[src/rtl/filt_out_decim_pkg.sv]
// Shared constants and types for the filter output decimator.
// Optional drop counter is enabled by defining FILT_DECIM_DROP_CNT_EN.
package filt_out_decim_pkg;

  localparam int NB_DATA_DEF    = 8;
  localparam int DECIM_LOG2_DEF = 2;
  localparam int DECIM_LOG2_MIN = 1;
  localparam int DECIM_LOG2_MAX = 4;
  localparam int FIFO_DEPTH_DEF = 4;

  // Frame phase is derived from the frame counter, not stored.
  typedef enum logic {
    PH_ACCUM = 1'b0,
    PH_DUMP  = 1'b1
  } phase_e;

endpackage

[src/rtl/filt_out_decim_sync_fifo.sv]
// Single-clock show-ahead FIFO; head entry is always visible on o_data.
module filt_out_decim_sync_fifo
  import filt_out_decim_pkg::*;
#(
  parameter int WIDTH = NB_DATA_DEF,
  parameter int DEPTH = FIFO_DEPTH_DEF
) (
  input  logic                     clock,
  input  logic                     i_rst,
  input  logic                     i_push,
  input  logic [WIDTH-1:0]         i_data,
  input  logic                     i_pop,
  output logic [WIDTH-1:0]         o_data,
  output logic                     o_empty,
  output logic                     o_full,
  output logic [$clog2(DEPTH):0]   o_level
);

  localparam int PTR_W = $clog2(DEPTH);
  localparam int LVL_W = PTR_W + 1;

  logic [WIDTH-1:0] mem [DEPTH];
  logic [PTR_W-1:0] wr_ptr;
  logic [PTR_W-1:0] rd_ptr;
  logic [LVL_W-1:0] level;
  logic             wr_en;
  logic             rd_en;

  assign o_empty = (level == '0);
  assign o_full  = (level == LVL_W'(DEPTH));
  assign o_level = level;
  assign rd_en   = i_pop & ~o_empty;
  // A push into a full FIFO is only legal when a pop frees a slot on the same edge.
  assign wr_en   = i_push & (~o_full | rd_en);
  assign o_data  = o_empty ? '0 : mem[rd_ptr];

  always_ff @(posedge clock) begin
    if (wr_en) begin
      mem[wr_ptr] <= i_data;
    end
  end

  always_ff @(posedge clock or posedge i_rst) begin
    if (i_rst) begin
      wr_ptr <= '0;
      rd_ptr <= '0;
      level  <= '0;
    end else begin
      if (wr_en) begin
        wr_ptr <= wr_ptr + PTR_W'(1);
      end
      if (rd_en) begin
        rd_ptr <= rd_ptr + PTR_W'(1);
      end
      case ({wr_en, rd_en})
        2'b10:   level <= level + LVL_W'(1);
        2'b01:   level <= level - LVL_W'(1);
        default: level <= level;
      endcase
    end
  end

endmodule

[src/rtl/filt_out_decim.sv]
// Accumulate-and-dump decimator (factor 2**DECIM_LOG2) feeding a show-ahead output FIFO.
// Define FILT_DECIM_DROP_CNT_EN to add the saturating o_drop_cnt port.
module filt_out_decim
  import filt_out_decim_pkg::*;
#(
  parameter int NB_DATA    = NB_DATA_DEF,
  parameter int DECIM_LOG2 = DECIM_LOG2_DEF,
  parameter int FIFO_DEPTH = FIFO_DEPTH_DEF
) (
  input  logic                          clock,
  input  logic                          i_rst,
  input  logic [NB_DATA-1:0]            i_y,
  input  logic                          i_y_valid,
  output logic [NB_DATA-1:0]            o_data,
  output logic                          o_valid,
  input  logic                          i_ready,
  output logic                          o_drop,
  output logic [$clog2(FIFO_DEPTH):0]   o_level
`ifdef FILT_DECIM_DROP_CNT_EN
  ,
  output logic [7:0]                    o_drop_cnt
`endif
);

  localparam int ACC_W = NB_DATA + DECIM_LOG2;
  localparam int CNT_W = DECIM_LOG2;
  localparam logic [CNT_W-1:0] CNT_LAST = '1;

  logic signed [ACC_W-1:0] acc;
  logic signed [ACC_W-1:0] sum;
  logic [CNT_W-1:0]        cnt;
  logic [NB_DATA-1:0]      avg;
  logic [DECIM_LOG2-1:0]   sum_frac_unused;
  phase_e                  phase;
  logic                    dump;
  logic                    push;
  logic                    pop;
  logic                    fifo_empty;
  logic                    fifo_full;

  assign phase = (cnt == CNT_LAST) ? PH_DUMP : PH_ACCUM;
  assign sum   = acc + {{DECIM_LOG2{i_y[NB_DATA-1]}}, i_y};
  // Dropping the low bits of the sign-extended sum is the floor-toward-minus-infinity shift;
  // the remaining NB_DATA bits always hold the average without wrap.
  assign {avg, sum_frac_unused} = sum;

  assign dump    = i_y_valid & (phase == PH_DUMP);
  assign o_valid = ~fifo_empty;
  assign pop     = o_valid & i_ready;
  assign push    = dump & (~fifo_full | pop);
  assign o_drop  = dump & fifo_full & ~pop;

  always_ff @(posedge clock or posedge i_rst) begin
    if (i_rst) begin
      acc <= '0;
      cnt <= '0;
    end else if (i_y_valid) begin
      if (phase == PH_DUMP) begin
        acc <= '0;
        cnt <= '0;
      end else begin
        acc <= sum;
        cnt <= cnt + CNT_W'(1);
      end
    end
  end

  filt_out_decim_sync_fifo #(
    .WIDTH (NB_DATA),
    .DEPTH (FIFO_DEPTH)
  ) u_fifo (
    .clock   (clock),
    .i_rst   (i_rst),
    .i_push  (push),
    .i_data  (avg),
    .i_pop   (pop),
    .o_data  (o_data),
    .o_empty (fifo_empty),
    .o_full  (fifo_full),
    .o_level (o_level)
  );

`ifdef FILT_DECIM_DROP_CNT_EN
  always_ff @(posedge clock or posedge i_rst) begin
    if (i_rst) begin
      o_drop_cnt <= '0;
    end else if (o_drop && (o_drop_cnt != 8'hFF)) begin
      o_drop_cnt <= o_drop_cnt + 8'd1;
    end
  end
`endif

endmodule

[config.mk]
export PLATFORM = sky130hd
export DESIGN_NAME = filt_out_decim
export DESIGN_NICKNAME = d
export VERILOG_FILES = /design/src/rtl/filt_out_decim_pkg.sv /design/src/rtl/filt_out_decim_sync_fifo.sv /design/src/rtl/filt_out_decim.sv
export SDC_FILE = /design/constraint.sdc
export NUM_CORES = 1
export LEC_CHECK = 0
export ABC_AREA = 1
export BUFFER_PORTS_ARGS = -buffer_cell sky130_fd_sc_hd__buf_4
export CORE_AREA = 2 2 72 74
export CTS_CLUSTER_DIAMETER = 120
export DETAILED_ROUTE_END_ITERATION = 6
export DIE_AREA = 0 0 74 76
export MAX_ROUTING_LAYER = met4
export PLACE_DENSITY = 0.78
export RECOVER_POWER = 50
export SYNTH_ARGS = -nofsm -noshare
export SYNTH_HDL_FRONTEND = slang
export SYNTH_HIERARCHICAL = 1
export SYNTH_SLANG_ARGS = --single-unit
[constraint.sdc]
create_clock -name clock -period 5.9 [get_ports clock]
set_clock_uncertainty 0.15 [all_clocks]
set_input_delay 0.885 -clock clock [delete_from_list [all_inputs] [get_ports clock]]
set_output_delay 0.885 -clock clock [all_outputs]
set_load 0.005 [all_outputs]
==> results of run 1 <==
critical path, delay by kind of cell, from the launching register on:
| kind | cells | cell delay, ns |
|---|---|---|
| flip-flops | 1 | 0.81 |
| AO/OA/AOI/OAI | 1 | 0.18 |
| buffers and inverters | 2 | 0.31 |
| AND/OR/NAND/NOR | 2 | 0.18 |
layout by cell type, fill, tap and decap left out:
cell type / count
inv_6: 1
o21a_1: 1
clkbuf_8: 5
and2_0: 3
nand3_1: 28
nand4_1: 2
ha_1: 15
clkinvlp_4: 2
fa_1: 2
buf_4: 15
a21oi_1: 13
nor2_1: 13
nand3b_1: 3
nor3_1: 1
edfxtp_1: 32
a22o_1: 2
nand2_2: 1
and2_1: 2
nand3_2: 1
a21oi_2: 1
o21ai_0: 5
clkbuf_1: 1
o22ai_1: 1
xnor2_1: 4
inv_1: 67
dfrtp_1: 19
clkinv_2: 1
xor2_1: 2
nand2_1: 98
clkbuf_4: 8
per-stage QoR:
stage / hold WS (ns) / setup slack [ns] / std cells / total power, mW / cell area (um^2)
finish: 0.339 / 3.07 / 419 / 1.51 / 3100
floorplan: 0.296 / 3.46 / 322 / 1.13 / 2810
detailed placement: 0.320 / 3.26 / 411 / 1.34 / 3040
global placement: 0.308 / 3.31 / 411 / 1.32 / 3040
global route: 0.373 / 2.81 / 419 / 1.66 / 3100
CTS: 0.344 / 3.07 / 419 / 1.54 / 3130
flip-flops by register name (all words and copies together) (netlist names):
signal and flops:
u_fifo/o_level 3, u_fifo/wr_ptr 2, acc 10, u_fifo/rd_ptr 2
u_fifo/mem 32, cnt 2
layer usage:
metal / share of wire / up-vias / global-route usage / routed length, um
met1: 0.44 / 933 / 0.255 / 2230
li1: - / 1058 / - / -
met5: 0 / - / - / 0
met2: 0.52 / 25 / 0.335 / 2600
met3: 0.028 / 6 / 0.0397 / 140
met4: 0.013 / 0 / 0.0600 / 65
report_power, final:
part / total, mW / switching, mW / internal (mW)
Combinational: 0.712 / 0.420 / 0.292
Sequential: 0.604 / 0.0802 / 0.524
Clock: 0.197 / 0.114 / 0.0826
cell families after synthesis:
group | Yosys count | synth area share
simple gates | 152 | 0.234
buf+inv | 73 | 0.107
flops | 51 | 0.511
compound gates | 23 | 0.0489
fa+ha+maj | 17 | 0.0810
xor+xnor | 6 | 0.0187
layout make-up:
| cell class | count | share of cell area |
|---|---|---|
| Timing Repair Buffer | 24 | 0.0568 |
| Clock inverter | 3 | 0.00645 |
| Multi-Input combinational cell | 198 | 0.340 |
| Clock buffer | 5 | 0.0222 |
| Tap cell | 70 | 0.0282 |
| Inverter | 68 | 0.0838 |
| Sequential cell | 51 | 0.463 |
worst paths after layout:
check | slack, ns | from | cells past startpoint | endpoint
min reg2reg | 0.34 | acc[7]$_DFFE_PP0P_ | 2 | acc[7]$_DFFE_PP0P_
max reg2reg | 3.12 | u_fifo/o_level[0]$_DFFE_PP0P_ | 16 | u_fifo/o_level[2]$_DFFE_PP0P_
max in group asynchronous | 4.79 | i_rst | 2 | acc[4]$_DFFE_PP0P_
min in group asynchronous | 0.36 | i_rst | 2 | u_fifo/o_level[2]$_DFFE_PP0P_
min | 0.34 | acc[7]$_DFFE_PP0P_ | 2 | acc[7]$_DFFE_PP0P_
max | 3.07 | u_fifo/rd_ptr[0]$_DFFE_PP0P_ | 5 | o_data[4]
==> impl_metrics.json, run 1 <==
{
  "status": "finished clean",
  "via_count": 2022,
  "setup_viol": 0,
  "synth-seq-cells": 51,
  "insertion_delay_ns": 0.30,
  "multiInputGateArea_um2": 1050,
  "syn_area_per_cell_um2": 8.74,
  "syn-num-nets": 351,
  "cts_root_buf": "clkbuf_8",
  "clk_path_buf_depth": 2,
  "synth-edff-count": 32,
  "cts_max_level": 2,
  "crit_path_top_delay_cell": "dfrtp_1",
  "ant_nets": 0,
  "seqCellArea_um2": 1440,
  "synth.top_cell.area_share": 0.342,
  "cpPeakStageDelay_ns": 0.81,
  "synth_cell_types": 30,
  "p_leak_nw": 1.55,
  "path_class": "reg2out",
  "powerDensity_nw_per_um2": 487,
  "grt_antenna_before_repair": 0,
  "drt-total-wl_um": 5040,
  "crit_required_ns": 4.87,
  "async_flop_share": 0.373,
  "clock-sinks": 51,
  "cp_max_fo": 19,
  "hold_path_class": "reg2reg",
  "synth.yosys.warnings": 6,
  "dr.pass1.iters": 4,
  "tightest_slew_ns": 0.800,
  "grt_pass1_wl_um": 8390,
  "initial_core_util": 0.573,
  "nets": 377,
  "fp.dieH_um": 76,
  "via_per_inst": 4.83,
  "fmax_mhz": 354,
  "syn_inst": 322,
  "hold_buffers": 0,
  "io_buffers": 24,
  "drv_slew": 0,
  "relSlewSlack": 0.465,
  "drive_gt1_frac": 0.100,
  "synth.top_cells.by_area": "edfxtp_1, dfrtp_1, nand2_1, inv_1, ha_1",
  "top_level_ports": 25,
  "cts_resized": 0,
  "utilization": 0.632,
  "netlist_top_cells_count": "nand2_1, inv_1, edfxtp_1, nand3_1, dfrtp_1",
  "post_drt_wl_per_cell_um": 12.0,
  "cts_tree": "yes",
  "grt_max_degree": 20,
  "synth_area_leader_cell": "edfxtp_1",
  "min_period_ns": 2.83,
  "hold_viol_final": 0,
  "maxCapViolations": 0,
  "first_global_vias": 1885,
  "tns_ns": 0,
  "post-synth-top-count-cell": "nand2_1",
  "cts_buffers": 5,
  "max-vdd-ir-drop_uv": 251,
  "die_area_um2": 5620,
  "cp_cell_sequence": "inv_6 > nand2_1 > nand3_1 > a21oi_1 > buf_4",
  "nFillCells": 395,
  "overflow": 0,
  "worstSetupEndpointType": "output pin",
  "rows": 26,
  "dieWidth_um": 74,
  "startpoint_type": "flop",
  "diodes": 0,
  "yosysSeqAreaShare": 0.511,
  "hpwl_um": 3680,
  "drt_iter0_drc": 141,
  "finalCritPeriodShare": 0.479,
  "area_delta_synth_final_pct": 10.4,
  "syn_area_um2": 2810,
  "routabilityCongestion": 0.890,
  "grt_usage": 0.204,
  "coreArea_um2": 4910,
  "clkTransAtPathRegs_ns": 0.09,
  "remaining_drc_errors": 0,
  "ys.flop_type": "edfxtp_1",
  "rsz0062_at_grt": "no",
  "crit_arrival_ns": 1.79,
  "cts_setup_buffers": 0
}
(Power assumes the default switching activity.)
==> run 2, diff against run 1 <==
- CORE_AREA: 2 2 72 74 -> 2 2 73 75
- DIE_AREA: 0 0 74 76 -> 0 0 75 77
- PLACE_DENSITY: 0.78 -> 0.76
- clock period: 5.9 -> 2.8 ns (I/O delays scaled with it)
==> impl_metrics.json, run 2 (synthesis gave the netlist of run 1 again) <==
{
  "status": "finished clean",
  "tns_ns": 0,
  "cp_cell_sequence": "nor2_2 > nand2_1 > inv_4 > inv_1 > nand2_1 > inv_1 > inv_1 > nand3_1 > nand2_2 > ha_1 > inv_1 > fa_1 > nand2_1 > nand3_1 > nand2_1 > nand2_1",
  "grt_pass1_wl_um": 8710,
  "tightest_slew_ns": 0.687,
  "hpwl_um": 3770,
  "p_sw_mw": 1.32,
  "initial_core_util": 0.565,
  "cts_buffers": 5,
  "largest_register_ffs": 32,
  "placed_area_um2": 3070,
  "remaining_drc_errors": 0,
  "p_leak_nw": 1.59,
  "crit_required_ns": 2.85,
  "p_sw_frac": 0.404,
  "fmax_mhz": 392,
  "cts_max_level": 2,
  "clock-sinks": 51,
  "multiInputGateArea_um2": 1070,
  "drive_gt1_frac": 0.135,
  "dieWidth_um": 75,
  "rows": 26,
  "top_level_ports": 25,
  "overflow": 0,
  "routabilityCongestion": 0.886,
  "ant_nets": 0,
  "min_period_ns": 2.55,
  "cts_tree": "yes",
  "nFillCells": 426,
  "crit_path_top_delay_cell": "dfrtp_2",
  "via_per_inst": 4.75,
  "setup_viol": 0,
  "worstSetupEndpointType": "flop",
  "insertion_delay_ns": 0.30,
  "die_area_um2": 5780,
  "grt_max_degree": 18,
  "seqCellArea_um2": 1440,
  "hold_viol_final": 0,
  "p_seq_frac": 0.386,
  "p_int_mw": 1.94,
  "clkTransAtPathRegs_ns": 0.09,
  "io_buffers": 24,
  "startpoint_type": "flop",
  "path_class": "reg2reg",
  "fp.dieH_um": 77,
  "nets": 384,
  "clk_path_buf_depth": 2,
  "drt-total-wl_um": 5100,
  "hold_path_class": "in2reg",
  "first_global_vias": 1959,
  "drt_iter0_drc": 105,
  "regMostFlops": "u_fifo/mem",
  "cpPeakStageDelay_ns": 0.46,
  "powerDensity_nw_per_um2": 1020,
  "relSlewSlack": 0.540,
  "comb_power_share": 0.487,
  "crit_arrival_ns": 2.60,
  "drv_slew": 0,
  "design_area_um2": 3180,
  "area_delta_synth_final_pct": 13.0,
  "max-vdd-ir-drop_uv": 469,
  "final_cell_mix": "nand2_1, inv_1, edfxtp_1",
  "final_common_cell": "nand2_1",
  "cp_top_family": "simple AND/OR/NAND/NOR gates",
  "coreArea_um2": 4980,
  "maxCapViolations": 0,
  "path_buf_inv": 5,
  "dr.pass1.iters": 4,
  "grt_usage": 0.203,
  "post_drt_wl_per_cell_um": 12.0,
  "p_total_mw": 3.26,
  "via_count": 2023,
  "diodes": 0,
  "grt_antenna_before_repair": 0,
  "p_clk_frac": 0.128,
  "utilization": 0.639,
  "cp_max_fo": 9,
  "cts_root_buf": "clkbuf_8",
  "finalCritPeriodShare": 0.912,
  "path_common_cell": "nand2_1"
}
-- run 2: cell types whose count changed in the layout (fill, tap and decap cells not counted), moves of 2 or more --
cell	previous run	this run
buf_4	15	27
clkbuf_4	8	2
and2_0	3	0
and2_1	2	4
-- run 2: stage by stage --
step / hold slack [ns] / setup WS (ns) / cells
3_5_place_dp: 0.230 / 0.234 / 415
4_1_cts: 0.173 / 0.206 / 424
6_report: 0.181 / 0.247 / 426
3_3_place_gp: 0.230 / 0.317 / 415
5_1_grt: 0.186 / -0.0276 / 426
2_1_floorplan: 0.0734 / 0.458 / 322
-- run 2: worst paths after layout --
kind | startpoint | to | slack [ns] | cells past startpoint
max in group asynchronous | i_rst | acc[6]$_DFFE_PP0P_ | 1.66 | 3
min reg2reg | cnt[1]$_DFFE_PP0P_ | cnt[1]$_DFFE_PP0P_ | 0.34 | 2
max reg2reg | u_fifo/o_level[0]$_DFFE_PP0P_ | u_fifo/o_level[2]$_DFFE_PP0P_ | 0.25 | 16
min | i_y_valid | acc[1]$_DFFE_PP0P_ | 0.18 | 2
max | u_fifo/o_level[0]$_DFFE_PP0P_ | u_fifo/o_level[2]$_DFFE_PP0P_ | 0.25 | 16
min in group asynchronous | i_rst | u_fifo/rd_ptr[1]$_DFFE_PP0P_ | 0.42 | 3
-- run 2: cell type report --
cell class,count,area share
clock inverter,3,0.00630
inverter,68,0.0826
multi-input combinational,198,0.337
tap,70,0.0275
sequential,51,0.452
clock buffer,5,0.0216
timing repair buffer,31,0.0728
-- run 2: metal layers --
metal / track usage / up-vias / share of wire
met2: 0.327 / 34 / 0.49
met4: 0.0482 / 0 / 0.0098
met3: 0.0368 / 7 / 0.030
met1: 0.265 / 909 / 0.47
li1: - / 1073 / -
met5: - / - / 0
-- run 2: power groups by stage --
stage	logic [mW]	clock network [mW]	registers (mW)
floorplan	1.18	0	1.20
global placement	1.53	0	1.26
detailed placement	1.58	0	1.27
CTS	1.59	0.427	1.25
global route	1.83	0.462	1.28
finish	1.59	0.416	1.26
-- run 2: timing repair --
action                                  in CTS  in global routing
resized for setup                            0                  3
endpoints found under the setup margin       0                  1
endpoints found under the hold margin        7                  0
buffers inserted                             0                  2
hold buffers                                 1                  0
-- run 2: worst reg2reg max path: cells and delay by family, from the launching register on --
kind,cells,cell delay [ns]
adders and majority gates,2,0.58
buffers and inverters,5,0.39
DFF,1,0.46
and+or+nand+nor,9,0.89
==> run 3, diff against run 2 <==
- clock period: 2.8 -> 2.4 ns (I/O delays scaled with it)
==> impl_metrics.json, run 3 (synthesis gave the netlist of run 1 again) <==
{
  "routabilityCongestion": 0.820,
  "setup_viol": 0,
  "p_leak_nw": 1.64,
  "drt_iter0_drc": 152,
  "initial_core_util": 0.565,
  "io_buffers": 24,
  "tightest_slew_ns": 0.660,
  "min_period_ns": 2.28,
  "cts_tree": "yes",
  "hold_viol_final": 0,
  "hold_end": "acc[1]$_DFFE_PP0P_",
  "fp.dieH_um": 77,
  "cts_max_level": 2,
  "worstSetupEndpointType": "output pin",
  "insertion_delay_ns": 0.30,
  "rows": 26,
  "drt-total-wl_um": 5180,
  "final_common_cell": "nand2_1",
  "crit_path_top_delay_cell": "dfrtp_1",
  "maxCapViolations": 0,
  "hp-start": "i_y_valid",
  "rr_startpoint": "u_fifo/o_level[1]$_DFFE_PP0P_",
  "clkTransAtPathRegs_ns": 0.09,
  "grt_pass1_wl_um": 8790,
  "ant_nets": 0,
  "crit_arrival_ns": 1.77,
  "area_delta_synth_final_pct": 15.6,
  "design_area_um2": 3250,
  "hold_path_class": "in2reg",
  "hold_depth": 2,
  "drive_gt1_frac": 0.152,
  "finalCritPeriodShare": 0.951,
  "clk_path_buf_depth": 2,
  "relSlewSlack": 0.558,
  "via_per_inst": 4.84,
  "r2r_end": "u_fifo/o_level[2]$_DFFE_PP0P_",
  "path_class": "reg2out",
  "via_count": 2090,
  "cts_root_buf": "clkbuf_8",
  "grt_antenna_before_repair": 0,
  "overflow": 0,
  "reg2regPathDepth": 16,
  "dieWidth_um": 75,
  "fmax_mhz": 438,
  "cts_buffers": 5,
  "p_total_mw": 3.99,
  "nets": 390,
  "coreArea_um2": 4980,
  "hpwl_um": 3810,
  "startpoint_type": "flop",
  "utilization": 0.653,
  "nFillCells": 424,
  "grt_max_degree": 18,
  "drv_slew": 0,
  "largest_register_ffs": 32,
  "diodes": 0,
  "post_drt_wl_per_cell_um": 12.0,
  "clock-sinks": 51,
  "fin_cells": 432,
  "final_cell_mix": "nand2_1, inv_1, buf_4, edfxtp_1, nand3_1",
  "status": "finished clean",
  "remaining_drc_errors": 0,
  "cp_cell_sequence": "clkbuf_1 > nand2_1 > nand3_1 > a21oi_1 > buf_4",
  "powerDensity_nw_per_um2": 1230,
  "crit_required_ns": 1.89,
  "placed_area_um2": 3110,
  "cpPeakStageDelay_ns": 0.60,
  "grt_usage": 0.207,
  "first_global_vias": 2022,
  "max-vdd-ir-drop_uv": 602,
  "regMostFlops": "u_fifo/mem",
  "dr.pass1.iters": 4,
  "die_area_um2": 5780,
  "top_level_ports": 25,
  "rrSetupSlack_ns": 0.16,
  "dp.cells": 421,
  "cp_max_fo": 10
}
run 3: report_power, final:
part	internal (mW)	switching, mW	total, mW
sequential	1.29	0.128	1.42
clock	0.311	0.276	0.587
combinational	0.822	1.16	1.98
run 3: how the worst max path moves through the flow:
stage | startpoint | end | slack, ns | depth (start not counted)
final | u_fifo/rd_ptr[0]$_DFFE_PP0P_ | o_data[7] | 0.12 | 5
after global routing | u_fifo/o_level[1]$_DFFE_PP0P_ | u_fifo/o_level[2]$_DFFE_PP0P_ | -0.007 | 16
after CTS | u_fifo/o_level[0]$_DFFE_PP0P_ | u_fifo/o_level[2]$_DFFE_PP0P_ | 0.04 | 16
after detailed placement | u_fifo/o_level[0]$_DFFE_PP0P_ | u_fifo/o_level[2]$_DFFE_PP0P_ | 0.07 | 16
after global placement | u_fifo/o_level[0]$_DFFE_PP0P_ | u_fifo/o_level[2]$_DFFE_PP0P_ | 0.18 | 16
after floorplan | u_fifo/o_level[0]$_DFFE_PP0P_ | u_fifo/o_level[2]$_DFFE_PP0P_ | 0.06 | 16
run 3: per-layer routing:
layer  up-vias  routed length [um]  global-route usage  share of wire
met2        47                2640               0.337           0.51
li1       1092                   -                   -              -
met3        12                 197              0.0420          0.038
met4         0                 106              0.0821          0.020
met5         -                   0                   -              0
met1       939                2230               0.248           0.43
run 3: repair_timing:
item | 4_1_cts | 5_1_grt
hold buffers | 1 | 0
buffers inserted | 0 | 2
endpoints found under the setup margin | 0 | 2
hold endpoints to repair | 19 | 0
resized for setup | 0 | 5
run 3: stage by stage:
stage,setup TNS [ns],hold WS (ns),setup WS (ns)
3_5_place_dp,0,0.182,0.0718
3_3_place_gp,0,0.171,0.183
4_1_cts,0,0.113,0.0354
2_1_floorplan,0,0.0134,0.0576
5_1_grt,-0.00722,0.136,-0.00722
6_report,0,0.122,0.117
run 3: area by class of cell:
| class | count | area [um^2] | area share |
|---|---|---|---|
| Sequential cell | 51 | 1440 | 0.442 |
| Multi-Input combinational cell | 198 | 1090 | 0.334 |
| Timing Repair Buffer | 37 | 269 | 0.0827 |
| Inverter | 68 | 260 | 0.0800 |
| Tap cell | 70 | 87.6 | 0.0269 |
| Clock buffer | 5 | 68.8 | 0.0212 |
| Clock inverter | 3 | 42.5 | 0.0131 |
run 3: critical path: cells and delay by family, from the launching register on:
family	cells	cell delay (ns)
buffers and inverters	2	0.56
DFF	1	0.60
AOI/OAI and AO/OA	1	0.09
and+or+nand+nor	2	0.22
